**config.mk**
```make
export PLATFORM = sky130hd
export DESIGN_NAME = operand_fetch
export DESIGN_NICKNAME = d
export VERILOG_FILES = /design/src/rtl/operand_fetch.sv
export SDC_FILE = /design/constraint.sdc
export NUM_CORES = 1
export LEC_CHECK = 0
export CORE_MARGIN = 2
export CORE_UTILIZATION = 45
export CTS_CLUSTER_SIZE = 8
export DETAILED_ROUTE_END_ITERATION = 7
export GPL_TIMING_DRIVEN = 1
export PLACE_DENSITY = 0.64
export SYNTH_ARGS = -nofsm -noshare
export SYNTH_HDL_FRONTEND = slang
export SYNTH_SLANG_ARGS = --single-unit
```
**constraint.sdc**
```tcl
create_clock -name clk -period 1.5 [get_ports clk]
set_clock_uncertainty 0.1 [all_clocks]
set_input_delay 0.3 -clock clk [delete_from_list [all_inputs] [get_ports clk]]
set_output_delay 0.3 -clock clk [all_outputs]
set_load 0.02 [all_outputs]
```
**src/rtl/operand_fetch.sv**
```systemverilog
// Operand fetch: 8x16 register file with write forwarding feeding a 2-entry operand FIFO.
// Latency 1 cycle accept-to-output; rd_ready drops only when the FIFO holds 2 entries.

module of_fifo #(
    parameter int W     = 8,
    parameter int DEPTH = 2
) (
    input  logic         clk,
    input  logic         rst_n,
    input  logic         push_vld,
    output logic         push_rdy,
    input  logic [W-1:0] push_dat,
    output logic         pop_vld,
    input  logic         pop_rdy,
    output logic [W-1:0] pop_dat
);
    localparam int PW = (DEPTH > 1) ? $clog2(DEPTH) : 1;
    localparam int CW = $clog2(DEPTH + 1);
    localparam logic [CW-1:0] FULL = CW'(DEPTH);

    logic [W-1:0]  mem [DEPTH];
    logic [PW-1:0] wr_ptr;
    logic [PW-1:0] rd_ptr;
    logic [CW-1:0] cnt;
    logic          push;
    logic          pop;

    function automatic logic [PW-1:0] bump(input logic [PW-1:0] p);
        return (p == PW'(DEPTH - 1)) ? '0 : p + PW'(1);
    endfunction

    // A full FIFO refuses a push even when it is popped in the same cycle.
    assign push_rdy = (cnt < FULL);
    assign pop_vld  = (cnt != '0);
    assign push     = push_vld && push_rdy;
    assign pop      = pop_vld && pop_rdy;
    assign pop_dat  = mem[rd_ptr];

    always_ff @(posedge clk or negedge rst_n) begin
        if (!rst_n) begin
            for (int i = 0; i < DEPTH; i++) begin
                mem[i] <= '0;
            end
            wr_ptr <= '0;
            rd_ptr <= '0;
            cnt    <= '0;
        end else begin
            if (push) begin
                mem[wr_ptr] <= push_dat;
                wr_ptr      <= bump(wr_ptr);
            end
            if (pop) begin
                rd_ptr <= bump(rd_ptr);
            end
            case ({push, pop})
                2'b10:   cnt <= cnt + CW'(1);
                2'b01:   cnt <= cnt - CW'(1);
                default: cnt <= cnt;
            endcase
        end
    end
endmodule

module operand_fetch #(
    parameter int WIDTH = 16
) (
    input  logic             clk,
    input  logic             rst_n,
    input  logic             wr_en,
    input  logic [2:0]       wr_num,
    input  logic [WIDTH-1:0] wr_data,
    input  logic             rd_valid,
    output logic             rd_ready,
    input  logic [2:0]       rd_num_a,
    input  logic [2:0]       rd_num_b,
    input  logic [1:0]       shift_in,
    output logic             out_valid,
    input  logic             out_ready,
    output logic [WIDTH-1:0] out_a,
    output logic [WIDTH-1:0] out_b,
    output logic [1:0]       out_shift
);
    typedef struct packed {
        logic [WIDTH-1:0] a;
        logic [WIDTH-1:0] b;
        logic [1:0]       shift;
    } operand_t;

    logic [WIDTH-1:0] rf [8];
    operand_t         cap;
    operand_t         head;

    always_ff @(posedge clk or negedge rst_n) begin
        if (!rst_n) begin
            for (int i = 0; i < 8; i++) begin
                rf[i] <= '0;
            end
        end else if (wr_en) begin
            rf[wr_num] <= wr_data;
        end
    end

    // Same-cycle writes bypass the array so the captured operand is never stale.
    always_comb begin
        cap       = '0;
        cap.a     = (wr_en && (wr_num == rd_num_a)) ? wr_data : rf[rd_num_a];
        cap.b     = (wr_en && (wr_num == rd_num_b)) ? wr_data : rf[rd_num_b];
        cap.shift = shift_in;
    end

    of_fifo #(
        .W     ($bits(operand_t)),
        .DEPTH (2)
    ) u_buf (
        .clk      (clk),
        .rst_n    (rst_n),
        .push_vld (rd_valid),
        .push_rdy (rd_ready),
        .push_dat (cap),
        .pop_vld  (out_valid),
        .pop_rdy  (out_ready),
        .pop_dat  (head)
    );

    assign out_a     = out_valid ? head.a     : '0;
    assign out_b     = out_valid ? head.b     : '0;
    assign out_shift = out_valid ? head.shift : '0;
endmodule

```
==> reports/results.ini <==
[floorplan]
rows = 56
dieArea_sq_um = 25000
io_pins = 68
die_width_um = 158
fp.dieH_um = 158
start_util = 0.456
core_sq_um = 23400

[drt]
antenna_left = 0
avgRoutedWirePerCell_um = 26.3
drc = 0
via_per_inst = 6.01
dr.first_iter.drc_count = 735
drt_pass1_iterations = 4
wirelength_um = 34900
num_vias = 7976

[sta]
worstMarginPinSlew_ns = 0.451
setup_viol = 107
holdWs_ns = 0.210
rsz0062_at_grt = true
hold_viol_final = 0
min_period_over_period = 1.38
setup_slack_ns = -0.575
slew_violations = 0
fmax_mhz = 482
fin_crit_ns = 2.08
slew-limit-headroom = 0.698

[clock_network]
clkSinkCount = 200
htreeDepth = 4
root_buffer = clkbuf_16
cts.path.max_buffers = 2
cts_inserted_buffers = 17
clkLatencyLatePin_ns = 0.44
cts_tree = yes
clk_pin_slew_ns = 0.08

[cells_and_area]
syn_to_final_growth_pct = 49.4
drive_above_1_share = 0.642
fillers = 1553
regArea_sq_um = 5010
multi_input_area_sq_um = 6850
final_nets = 1030
num_antenna_cells = 0
fin_util = 0.681

[power]
power_per_cell_area_nw_per_um2 = 1760
vdd_drop_max_mv = 1.28
p_leak_nw = 6.77

[critical_path]
cp_max_fo = 7
crit_family = buffers and inverters
arrival_ns = 1.68
critPathKind = reg2out
cp-end-kind = primary output
crit_path_max_incr_delay_ns = 0.43
crit_chain = buf_6 -> buf_12 -> mux2i_2 -> nor2_2 -> buf_4
slowest_stage = dfrtp_2
r2r_cells = 5
r2r_end = u_buf.mem[47]
crit_path_start_kind = register
worstPathRequired_ns = 1.10
reg2reg_setup_slack_ns = -0.26
timing.rr.start = rf[59]
worst-path-buf-inv = 3

[yosys]
synth_seq_cells = 200
synth-edff-count = 0
synthAdderAreaFrac = 0.00117
muxShareOfSynthArea = 0.306
ys_seq_area_frac = 0.469
syn_inst = 801
ys_async_sr_fraction = 1.00
synthSimpleGateAreaFrac = 0.0873
synth_cell_type_count = 34
syn_nets = 834
synth-compound-area-share = 0.0826
synth_area_sq_um = 10700
yosysWarningCount = 0
synth_area_per_cell_sq_um = 13.3
synth_xor_area_frac = 0.00821
yosys_most_used_dff = dfrtp_1
synth_top_family_by_area = multiplexers

[status]
status = finished, violations left
violations = setup timing

[global_routing]
overflow = 0
grt_use_total = 0.288
grt_start_max_net_pins = 48
grt_pass1_vias = 8606
grt_pass1_wl_um = 52400
antenna_found_initial = 0

[placed_design]
place_congestion = 0.811
port_buffers = 67
hpwl_um = 18500

[worst_hold_path]
min_path_type = in2async

[run]
maxCapViolations = 0

-- logic make-up after synthesis --
family                     count (synthesis)
buffers and inverters                     80
and+or+nand+nor                          184
adders and majority gates                  1
AOI/OAI and AO/OA                         96
muxes                                    230
xor gates and xnor gates                  10
DFF                                      200
-- cells in the final DEF, fill, tap and decap left out, types with 29 or more instances in the layout --
cell type,netlist,layout
nand2_4,0,38
buf_6,6,48
mux2_2,29,29
mux2_4,0,39
mux2_1,103,64
o31ai_2,0,41
buf_4,11,111
dfrtp_1,200,199
mux4_2,64,64
buf_12,4,39
nor2_1,68,36
nor2b_4,8,31
-- cell usage after synthesis, types with 9 or more instances --
cell	instances	share of area
a211oi_2	32	0.038
nand2_1	67	0.024
nor2b_1	24	0.014
xnor2_1	9	0.0074
clkbuf_1	20	0.0070
buf_4	11	0.0077
mux2_1	103	0.11
nor2_1	68	0.024
buf_1	16	0.0056
buf_2	19	0.0089
mux2i_1	34	0.032
mux4_2	64	0.14
mux2_2	29	0.031
o31ai_1	64	0.045
dfrtp_1	200	0.47
-- registers in the layout (all words and copies together), names as in the netlist --
name and cells:
rf 128, u_buf.cnt 2, u_buf.mem 68, u_buf.rd_ptr 1, u_buf.wr_ptr 1
-- metrics by stage --
step | instances | TNS [ns] | power (mW) | setup WS, ns | cell area (sq um)
6_report | 1328 | -26.72 | 28.0 | -0.575 | 15900
5_1_grt | 1328 | -30.80 | 29.1 | -0.602 | 15900
4_1_cts | 1319 | -29.94 | 26.7 | -0.570 | 15500
3_5_place_dp | 1242 | -132.28 | 17.8 | -0.735 | 13000
3_3_place_gp | 1242 | -126.06 | 17.4 | -0.723 | 13000
2_1_floorplan | 801 | -13.88 | 13.8 | -0.160 | 11200
-- timing repair --
| item | CTS | global route |
|---|---|---|
| setup buffers | 25 | 13 |
| endpoints found under the hold margin | 181 | 0 |
| resized for setup | 444 | 83 |
| gates cloned | 21 | 2 |
| endpoints found under the setup margin | 232 | 108 |
| pin swaps | 65 | 36 |
| hold buffers | 1 | 0 |
-- area by class of cell --
type,count,share of cell area
sequential,200,0.314
inverter,2,0.000942
clock inverter,14,0.0121
multi-input combinational,522,0.430
timing repair buffer,254,0.192
clock buffer,17,0.0267
tap,319,0.0250
-- power by group --
group | switching (mW) | internal (mW) | total [mW]
clock | 2.22 | 2.68 | 4.90
sequential | 1.60 | 7.09 | 8.68
combinational | 6.51 | 7.92 | 14.4
-- layer usage --
| layer | up-vias | wire length [um] | global-route usage |
|---|---|---|---|
| met5 | - | 0 | 0 |
| met4 | 0 | 1230 | 0.127 |
| met3 | 92 | 1970 | 0.0482 |
| met2 | 329 | 17300 | 0.467 |
| met1 | 4223 | 14400 | 0.386 |
| li1 | 3332 | - | - |
-- worst max path at each step --
stage | startpoint | depth (start not counted) | endpoint | slack [ns]
global placement | rd_num_a[2] | 7 | u_buf.mem[61] | -0.72
global route | u_buf.rd_ptr | 5 | out_b[15] | -0.60
CTS | u_buf.rd_ptr | 6 | out_b[9] | -0.57
finish | u_buf.rd_ptr | 5 | out_b[15] | -0.58
detailed placement | rd_num_b[2] | 7 | u_buf.mem[45] | -0.73
floorplan | wr_num[2] | 5 | rf[101] | -0.16
-- worst register-to-register path, delay by kind of cell, from the launching register on --
| family | cells | cell delay, ns |
|---|---|---|
| buf+inv | 1 | 0.20 |
| simple gates | 1 | 0.15 |
| flops | 1 | 0.39 |
| compound gates | 2 | 0.29 |
| mux | 1 | 0.48 |
No activity file was read; power rests on OpenSTA's default activity.
